==> src/rtl/pe_id_config_loader_pkg.sv <==
// Shared types and constants for the PE-array ID configuration loader.
// Holds the data-type codes, the disabled-ID values and the loader FSM states.
package pe_id_config_loader_pkg;

  localparam int NUM_ID_TYPES = 4;
  localparam int TYPE_W       = 2;
  localparam int ROW_W        = 3;
  localparam int COL_W        = 3;
  localparam int ID_W         = 5;
  localparam int LN_W         = 5;

  // All-ones IDs mark a disabled multicast controller; they are sent like any other value.
  localparam logic [4:0] XID_OFF = 5'd31;
  localparam logic [2:0] YID_OFF = 3'd7;

  localparam logic [TYPE_W-1:0] TYPE_FILTER = 2'd0;
  localparam logic [TYPE_W-1:0] TYPE_IFMAP  = 2'd1;
  localparam logic [TYPE_W-1:0] TYPE_IPSUM  = 2'd2;
  localparam logic [TYPE_W-1:0] TYPE_OPSUM  = 2'd3;

  typedef enum logic [2:0] {
    S_IDLE,
    S_LOAD_Y,
    S_LOAD_X,
    S_LOAD_LN,
    S_FIN
  } state_t;

endpackage

==> src/rtl/pe_id_config_loader_if.sv <==
// Valid/ready config bus carrying one multicast-controller ID per transfer.
interface pe_id_config_loader_if;
  import pe_id_config_loader_pkg::*;

  logic              cfg_valid;
  logic              cfg_ready;
  logic [TYPE_W-1:0] cfg_type;
  logic              cfg_is_y;
  logic [ROW_W-1:0]  cfg_row;
  logic [COL_W-1:0]  cfg_col;
  logic [ID_W-1:0]   cfg_id;

  modport master (
    output cfg_valid, cfg_type, cfg_is_y, cfg_row, cfg_col, cfg_id,
    input  cfg_ready
  );

  modport slave (
    input  cfg_valid, cfg_type, cfg_is_y, cfg_row, cfg_col, cfg_id,
    output cfg_ready
  );

endinterface

==> src/rtl/pe_id_config_loader.sv <==
// Snapshots the X/Y ID tables and LN_config on start, then serialises every Y and X
// multicast-controller ID over the config bus, type by type, followed by one LN write.
module pe_id_config_loader
  import pe_id_config_loader_pkg::*;
#(
  parameter int NUM_ROW = 6,
  parameter int NUM_COL = 8,
  parameter int XID_W   = 5,
  parameter int YID_W   = 3
) (
  input  logic                                       clk,
  input  logic                                       rst,
  input  logic                                       start,
  input  logic                                       abort,
  input  logic [NUM_ID_TYPES*NUM_ROW*NUM_COL*XID_W-1:0] xid_flat,
  input  logic [NUM_ID_TYPES*NUM_ROW*YID_W-1:0]      yid_flat,
  input  logic [LN_W-1:0]                            ln_config,
  pe_id_config_loader_if.master                      cfg,
  output logic                                       ln_we,
  output logic [LN_W-1:0]                            ln_out,
  output logic                                       busy,
  output logic                                       done
);

  localparam int XTAB_W = NUM_ID_TYPES * NUM_ROW * NUM_COL * XID_W;
  localparam int YTAB_W = NUM_ID_TYPES * NUM_ROW * YID_W;
  localparam logic [ROW_W-1:0] LAST_ROW = ROW_W'(NUM_ROW - 1);
  localparam logic [COL_W-1:0] LAST_COL = COL_W'(NUM_COL - 1);

  state_t             state, state_nxt;
  logic [TYPE_W-1:0]  type_q, type_nxt;
  logic [ROW_W-1:0]   row_q, row_nxt;
  logic [COL_W-1:0]   col_q, col_nxt;
  logic [XTAB_W-1:0]  xid_snap;
  logic [YTAB_W-1:0]  yid_snap;
  logic [LN_W-1:0]    ln_snap;
  logic               load_st;
  logic               xfer;
  logic               snap_en;
  logic               ln_load;

  // Table entry select: Y tables indexed [type][row], X tables [type][row*NUM_COL+col].
  function automatic logic [ID_W-1:0] entry_id(
    input logic [TYPE_W-1:0] t,
    input logic [ROW_W-1:0]  r,
    input logic [COL_W-1:0]  c,
    input logic              is_y,
    input logic [XTAB_W-1:0] xt,
    input logic [YTAB_W-1:0] yt
  );
    int yi;
    int xi;
    yi = int'(t) * NUM_ROW + int'(r);
    xi = yi * NUM_COL + int'(c);
    if (is_y) return ID_W'(yt[yi*YID_W +: YID_W]);
    return ID_W'(xt[xi*XID_W +: XID_W]);
  endfunction

  assign load_st       = (state == S_LOAD_Y) || (state == S_LOAD_X);
  assign xfer          = load_st && cfg.cfg_ready;
  assign cfg.cfg_valid = load_st;
  assign cfg.cfg_is_y  = (state == S_LOAD_Y);
  assign cfg.cfg_type  = type_q;
  assign cfg.cfg_row   = row_q;
  assign cfg.cfg_col   = cfg.cfg_is_y ? '0 : col_q;
  assign cfg.cfg_id    = entry_id(type_q, row_q, col_q, cfg.cfg_is_y, xid_snap, yid_snap);

  always_ff @(posedge clk or posedge rst) begin
    if (rst) state <= S_IDLE;
    else     state <= state_nxt;
  end

  always_comb begin
    state_nxt = state;
    type_nxt  = type_q;
    row_nxt   = row_q;
    col_nxt   = col_q;
    snap_en   = 1'b0;
    ln_load   = 1'b0;
    ln_we     = 1'b0;
    busy      = 1'b0;
    done      = 1'b0;
    case (state)
      S_IDLE: begin
        if (start) begin
          state_nxt = S_LOAD_Y;
          type_nxt  = TYPE_FILTER;
          row_nxt   = '0;
          col_nxt   = '0;
          snap_en   = 1'b1;
        end
      end
      S_LOAD_Y: begin
        busy = 1'b1;
        if (xfer) begin
          if (row_q == LAST_ROW) begin
            row_nxt   = '0;
            state_nxt = S_LOAD_X;
          end else begin
            row_nxt = row_q + 1'b1;
          end
        end
      end
      S_LOAD_X: begin
        busy = 1'b1;
        if (xfer) begin
          if (col_q != LAST_COL) begin
            col_nxt = col_q + 1'b1;
          end else begin
            col_nxt = '0;
            if (row_q != LAST_ROW) begin
              row_nxt = row_q + 1'b1;
            end else begin
              row_nxt = '0;
              // After the last data type the LN word follows instead of a type wrap.
              if (type_q == TYPE_OPSUM) begin
                type_nxt  = TYPE_FILTER;
                state_nxt = S_LOAD_LN;
                ln_load   = 1'b1;
              end else begin
                type_nxt  = type_q + 1'b1;
                state_nxt = S_LOAD_Y;
              end
            end
          end
        end
      end
      S_LOAD_LN: begin
        busy      = 1'b1;
        ln_we     = 1'b1;
        state_nxt = S_FIN;
      end
      S_FIN: begin
        done      = 1'b1;
        state_nxt = S_IDLE;
      end
      default: state_nxt = S_IDLE;
    endcase
    // A cancelled load must not leave a partial LN write or completion pulse behind.
    if (abort && state != S_IDLE) begin
      state_nxt = S_IDLE;
      ln_load   = 1'b0;
      ln_we     = 1'b0;
      done      = 1'b0;
    end
  end

  always_ff @(posedge clk or posedge rst) begin
    if (rst) begin
      type_q   <= '0;
      row_q    <= '0;
      col_q    <= '0;
      xid_snap <= '0;
      yid_snap <= '0;
      ln_snap  <= '0;
      ln_out   <= '0;
    end else begin
      type_q <= type_nxt;
      row_q  <= row_nxt;
      col_q  <= col_nxt;
      if (snap_en) begin
        xid_snap <= xid_flat;
        yid_snap <= yid_flat;
        ln_snap  <= ln_config;
      end
      if (ln_load) ln_out <= ln_snap;
    end
  end

endmodule
==> src/flat_wrapper.sv <==
// flat-port wrapper written by rule: the top's interface ports become plain ports
module pe_id_config_loader_flat import pe_id_config_loader_pkg::*;
#(
  parameter int NUM_ROW = 6,
  parameter int NUM_COL = 8,
  parameter int XID_W   = 5,
  parameter int YID_W   = 3
)
  (clk, rst, start, abort, xid_flat, yid_flat, ln_config, ln_we, ln_out, busy, done, cfg_cfg_valid, cfg_cfg_type, cfg_cfg_is_y, cfg_cfg_row, cfg_cfg_col, cfg_cfg_id, cfg_cfg_ready);
  pe_id_config_loader_if cfg_i ();
  input  logic clk;
  input  logic rst;
  input  logic start;
  input  logic abort;
  input  logic [NUM_ID_TYPES*NUM_ROW*NUM_COL*XID_W-1:0] xid_flat;
  input  logic [NUM_ID_TYPES*NUM_ROW*YID_W-1:0] yid_flat;
  input  logic [LN_W-1:0] ln_config;
  output logic ln_we;
  output logic [LN_W-1:0] ln_out;
  output logic busy;
  output logic done;
  output wire logic [$bits(cfg_i.cfg_valid)-1:0] cfg_cfg_valid;
  output wire logic [$bits(cfg_i.cfg_type)-1:0] cfg_cfg_type;
  output wire logic [$bits(cfg_i.cfg_is_y)-1:0] cfg_cfg_is_y;
  output wire logic [$bits(cfg_i.cfg_row)-1:0] cfg_cfg_row;
  output wire logic [$bits(cfg_i.cfg_col)-1:0] cfg_cfg_col;
  output wire logic [$bits(cfg_i.cfg_id)-1:0] cfg_cfg_id;
  input wire logic [$bits(cfg_i.cfg_ready)-1:0] cfg_cfg_ready;
  assign cfg_cfg_valid = cfg_i.cfg_valid;
  assign cfg_cfg_type = cfg_i.cfg_type;
  assign cfg_cfg_is_y = cfg_i.cfg_is_y;
  assign cfg_cfg_row = cfg_i.cfg_row;
  assign cfg_cfg_col = cfg_i.cfg_col;
  assign cfg_cfg_id = cfg_i.cfg_id;
  assign cfg_i.cfg_ready = cfg_cfg_ready;
  pe_id_config_loader #(.NUM_ROW(NUM_ROW), .NUM_COL(NUM_COL), .XID_W(XID_W), .YID_W(YID_W)) u_core (.clk(clk), .rst(rst), .start(start), .abort(abort), .xid_flat(xid_flat), .yid_flat(yid_flat), .ln_config(ln_config), .cfg(cfg_i), .ln_we(ln_we), .ln_out(ln_out), .busy(busy), .done(done));
endmodule
==> config.mk <==
export PLATFORM = sky130hd
export DESIGN_NAME = pe_id_config_loader_flat
export DESIGN_NICKNAME = d
export VERILOG_FILES = /design/src/rtl/pe_id_config_loader_pkg.sv /design/src/rtl/pe_id_config_loader_if.sv /design/src/rtl/pe_id_config_loader.sv /design/src/flat_wrapper.sv
export SDC_FILE = /design/constraint.sdc
export NUM_CORES = 2
export LEC_CHECK = 0
export CAP_MARGIN = 10
export CORE_AREA = 2 2 415 417
export CTS_CLUSTER_DIAMETER = 80
export DETAILED_ROUTE_END_ITERATION = 12
export DIE_AREA = 0 0 417 419
export PLACE_DENSITY = 0.7
export SLEW_MARGIN = 20
export SYNTH_ARGS = -nofsm -noshare
export SYNTH_HDL_FRONTEND = slang
export SYNTH_SLANG_ARGS = --single-unit
==> constraint.sdc <==
create_clock -name clk -period 34.2 [get_ports clk]
set_clock_uncertainty 0.2 [all_clocks]
set_input_delay 3.42 -clock clk [delete_from_list [all_inputs] [get_ports clk]]
set_output_delay 3.42 -clock clk [all_outputs]
set_load 0.02 [all_outputs]
; ---- Word level (Yosys, flattened, before mapping)
; Index checks and enable logic that the tools add are counted.
[word_totals]
register_bits = 1053
wordCells = 91
[op_classes]
add_sub_neg = 5
multipliers = 3
eq_ne = 19
shift = 2
muxes = 42
n_reduce_logical = 12
[ops]
columns = cell, n
row1 = variable part select 960 x 32 -> 5 bit, 1
row2 = variable part select 72 x 32 -> 3 bit, 1
row3 = adder 32 x 4 -> 32 bit, 2
row4 = 2-to-1 mux 3 bit, 16
row5 = "multiplier 32 x 3 -> 32 bit, second input constant", 1
row6 = "multiplier 32 x 4 -> 32 bit, second input constant", 1
row7 = "!= test 3 bit, second input constant", 6
row8 = 2-to-1 mux 1 bit, 14
row9 = 2-to-1 mux 2 bit, 6
row10 = one-hot mux 3 bit (4 select lines), 1
row11 = 2-to-1 mux 5 bit, 2
row12 = AND reduction 5 bit, 2
row13 = one-hot mux 3 bit (3 select lines), 1
row14 = "!= test 2 bit, second input constant", 4
row15 = "adder 3 x 1 -> 3 bit, second input constant", 2
row16 = "== test 3 x 2 -> 1 bit, second input constant", 2
row17 = "== test 3 bit, second input constant", 2
row18 = "!= test 3 x 2 -> 1 bit, second input constant", 2
row19 = one-hot mux 3 bit (2 select lines), 1
row20 = AND reduction 6 bit, 1
row21 = nonzero test 3 bit, 2
row22 = "multiplier 2 x 2 -> 4 bit, second input constant", 1
row23 = one-hot mux 2 bit (2 select lines), 1
row24 = "== test 3 x 1 -> 1 bit, second input constant", 1
row25 = 9 further kinds, 10

; ---- Logic depth before layout (Yosys ltp)
[depth]
depth_word = 7
ltp_mapped = 22
depth_no_buf = 19

; ---- Worst setup path before layout
; Ideal clock, no wire load.
[synth_path]
path_kind = reg2out
startpoint = register u_core.type_q[0], in the netlist u_core.cfg.cfg_type[0]
endpoint = output port cfg_cfg_id[2]
t_arrival_ns = 4.790
t_required_ns = 30.580
path_slack_ns = 25.790
stages_incl_launch_ff = 21
n_path_buf = 3
cell_sequence = dfrtp_1 -> inv_1 -> ha_1 -> inv_1 -> ha_1 -> a21o_1 -> nand2_1 -> xor2_1 -> inv_1 -> ha_1 -> ha_1 -> a211oi_1 -> o21ai_1 -> nand2_1 -> buf_2 -> buf_1 -> clkbuf_1 -> o31ai_1 -> o21ai_0 -> a211oi_1 -> o41ai_1
[synth_via]
elab_chain_cells = 6
elab_cells_between_ends = 9
[synth_lines]
columns = item, line_no
row1 = from (decl), pe_id_config_loader.sv:31  ; logic [TYPE_W-1:0] type_q, type_nxt;
row2 = from (signal assigned), pe_id_config_loader.sv:158  ; type_q <= type_nxt;
row3 = multiplier 2 x 2 -> 4 bit (*), pe_id_config_loader.sv:53  ; yi = int'(t) * NUM_ROW + int'(r);
row4 = adder 32 x 4 -> 32 bit (*), pe_id_config_loader.sv:53
row5 = adder 32 x 4 -> 32 bit or multiplier 32 x 3 -> 32 bit (tied branches), "pe_id_config_loader.sv:54, pe_id_config_loader.sv:55"
row6 = multiplier 32 x 4 -> 32 bit or variable part select 72 x 32 -> 3 bit (tied branches), "pe_id_config_loader.sv:56, pe_id_config_loader.sv:55"
row7 = variable part select 960 x 32 -> 5 bit or 2-to-1 mux 5 bit (tied branches), "pe_id_config_loader.sv:56, pe_id_config_loader.sv:55"
row8 = 2-to-1 mux 5 bit (*), pe_id_config_loader.sv:56  ; return ID_W'(xt[xi*XID_W +: XID_W]);
row9 = to (decl), flat_wrapper.sv:27  ; output wire logic [$bits(cfg_i.cfg_id)-1:0] cfg_cfg_id;
; Every way passes the cells marked *; elsewhere a longest branch is shown, timed or not. The select of a mux whose other input is x is not followed.

; ---- Final worst setup path
[layout_path]
startpoint = register u_core.col_q[1]
endpoint = output port cfg_cfg_id[2]
[layout_via]
elab_chain_cells = 4
[layout_lines]
columns = item, line_no
row1 = from (decl), pe_id_config_loader.sv:33  ; logic [COL_W-1:0] col_q, col_nxt;
row2 = from (signal assigned), pe_id_config_loader.sv:160  ; col_q <= col_nxt;
row3 = adder 32 x 4 -> 32 bit, pe_id_config_loader.sv:54  ; xi = yi * NUM_COL + int'(c);
row4 = multiplier 32 x 4 -> 32 bit, pe_id_config_loader.sv:56
row5 = variable part select 960 x 32 -> 5 bit, pe_id_config_loader.sv:56
row6 = 2-to-1 mux 5 bit, pe_id_config_loader.sv:56
; No other way between the ends.

==> out/metrics.yaml <==
timing:
  maxSlewViolCount: 0
  period_minus_slack_ns: 12.89
  hold_viol: 0
  hold_ws_ns: 0.278
  tns_ns: 0
  rsz0062_at_grt: "false"
  worst_pin_slew_ns: 1.35
  setup_viol: 0
  min_period_over_period_pct: 37.7
  maxSlewHeadroom_pct: 9.61
  layout_setup_ws_ns: 21.31
  max_clock_freq_mhz: 77.6
pwr:
  clockPowerShare_pct: 13.9
  netSwitchingFraction_pct: 49.2
  irDropWorstVdd_uv: 60.7
  switchingPower_mw: 4.70
  p_per_area_nw_per_um2: 105
  power_leakage_nw: 38.7
  comb_power_share_pct: 53.7
  seqPwrFrac_pct: 32.4
  power.internal_mw: 4.86
  total_power_mw: 9.56
cts:
  postCtsSetupBuffers: 0
  clk_pin_slew_ns: 0.07
  cts_made_buffers: 114
  clockRootBuffer: "clkbuf_16"
  clockBufferDepth: 3
  cts_repair_resize_count: 0
  insertion_delay_ns: 0.83
  cts_tree: "built"
  ctsHoldBuffers: 0
  htree_levels: 3
  cts_sinks: 1053
floorplan:
  core_area_um2: 171000
  start_util_pct: 44.2
  pin_count: 1065
  fp.dieH_um: 419
  die_area_um2: 175000
  rows: 152
  dieWidth_um: 417
placement:
  dp.cells: 10500
  place_area_um2: 86600
  io_buffer_count: 1064
  gp_congestion: 1.03
  place_hpwl_um: 268000
  dp_worst_setup_slack_ns: 22.48
synthesis:
  synthTopCellsByArea: "dfrtp_1 (35%), mux4_2 (27%), nand2_1 (17%)"
  ys_seq_area_share_pct: 35.0
  synth_nets: 8815
  ys_ff_latch: 1053
  synth_area_um2: 75400
  syn_inst: 7739
  synth_top_cell_by_area: "dfrtp_1"
  ys_types: 87
  synth-edff-count: 0
  synth_warnings: 0
  netlist.area_leader.share_pct: 35.0
  yosys_most_used_dff: "dfrtp_1"
  synthArstFlopShare_pct: 100
  syn_avg_cell_area_um2: 9.74
finish:
  final_common_cell: "nand2_1"
  layout.nets: 9446
  finalNonFillerCells: 10700
  final_util_pct: 53.2
  fillers: 15300
  seqCellArea_um2: 26400
  layout_common_cells: "nand2_1 (3490), clkdlybuf4s50_1 (1064), dfrtp_1 (1050)"
  drive_above_1_share_pct: 15.9
  syn_to_final_growth_pct: 20.3
  design_area_um2: 90700
  multi_input_area_um2: 45700
global_routing:
  grt_max_degree: 228
  grt_pass1_wl_um: 510000
  first_global_vias: 69700
  grt_use_total_pct: 40.6
  antenna_found_initial: 47
  grt_overflow: 0
drt:
  avgRoutedWirePerCell_um: 33.6
  wl_um: 360000
  dr.pass1.iters: 6
  drtIter0Drc: 10900
  viasPerCell: 6.67
  antenna_left: 0
  vias: 71600
  drc: 0
setup_path:
  path_class: "reg -> out"
  critPathLaunchType: "flop"
  crit_path_end_kind: "output port"
  crit_required_ns: 30.58
  critPathMaxFanout: 76
  critical_path_arrival_ns: 9.27
job:
  drv_cap: 0
worst_hold_path:
  holdCritPathClass: "reg -> reg"
outcome:
  status: "completed"
cells in the mapped netlist (16+ instances only):
cell	number
nand3_1	72
mux2i_1	337
ha_1	31
a31oi_1	37
o211ai_1	29
buf_1	42
buf_4	38
nor3_1	49
a22oi_1	110
nor2_1	131
a21oi_1	168
o21ai_0	91
buf_8	18
mux4_2	900
nand2_1	3494
a221oi_1	26
mux2_2	56
inv_1	18
a22o_1	16
a211oi_1	56
buf_6	61
buf_2	147
nor2b_1	29
a311oi_1	16
o22ai_1	67
and3_1	28
clkbuf_1	345
a32oi_1	23
dfrtp_1	1053
critical path, stage by stage (launching register included):
cell	delay (ns)
dfrtp_4	1.08
buf_4	0.89
buf_4	0.90
buf_4	0.81
buf_4	0.69
mux4_2	0.41
a22oi_1	0.20
nand2_1	0.21
nand3_1	0.13
o311ai_0	0.15
a2111oi_1	0.96
nor3_1	0.11
a211oi_1	0.55
o41ai_1	0.21
clkdlybuf4s50_1	0.88
kinds of logic after synthesis:
logic type	after synthesis	synth area share, %
fa+ha+maj	34	0.594
buf+inv	677	4.81
simple gates	3877	20.0
mux	1294	32.2
xor+xnor	14	0.173
compound gates	790	7.21
flops	1053	35.0
registers in the layout, indices dropped and copies added, names as in the netlist:
signal	cells
u_core.xid_snap	960
u_core.cfg.cfg_type	2
u_core.state	3
u_core.yid_snap	72
u_core.ln_out	5
u_core.cfg.cfg_row	3
u_core.ln_snap	5
u_core.col_q	3
layout make-up:
| class | count | share of cell area (%) |
|---|---|---|
| Inverter | 20 | 0.112 |
| Multi-Input combinational cell | 6009 | 50.4 |
| Clock buffer | 148 | 3.56 |
| Sequential cell | 1053 | 29.1 |
| Antenna cell | 29 | 0.0800 |
| Timing Repair Buffer | 1172 | 12.8 |
| Tap cell | 2233 | 3.08 |
| Clock inverter | 64 | 0.869 |
path summary, 6_finish.rpt:
kind / startpoint / to / slack [ns] / cells after the start
worst max-delay path: u_core.col_q[1]$_DFFE_PP0P_ / cfg_cfg_id[2] / 21.31 / 14
worst min-delay path: u_core.ln_snap[2]$_DFFE_PP0P_ / u_core.ln_snap[2]$_DFFE_PP0P_ / 0.28 / 2
worst max register to register: u_core.state[1]$_DFFE_PP0P_ / u_core.xid_snap[228]$_DFFE_PP0P_ / 29.11 / 7
worst min register to register: u_core.ln_snap[2]$_DFFE_PP0P_ / u_core.ln_snap[2]$_DFFE_PP0P_ / 0.28 / 2
max in group asynchronous: rst / u_core.xid_snap[759]$_DFFE_PP0P_ / 26.42 / 7
min in group asynchronous: rst / u_core.xid_snap[355]$_DFFE_PP0P_ / 2.91 / 2
power by group through the flow:
| stage | Combinational [mW] | Sequential (mW) | Clock [mW] |
|---|---|---|---|
| finish | 5.14 | 3.09 | 1.33 |
| floorplan | 3.51 | 2.37 | 0 |
| CTS | 4.98 | 3.00 | 1.33 |
| detailed placement | 4.93 | 3.01 | 0 |
| global route | 5.37 | 3.10 | 1.38 |
| global placement | 4.91 | 2.98 | 0 |
per-layer routing:
layer	share of wire, %	GRT usage, %	routed length (µm)
met1	35	49.5	125000
met2	44	61.6	160000
met5	0.069	0	250
met4	8.4	27.8	30400
met3	12	12.8	44600
Note: power is estimated with default switching activity, not from simulation.
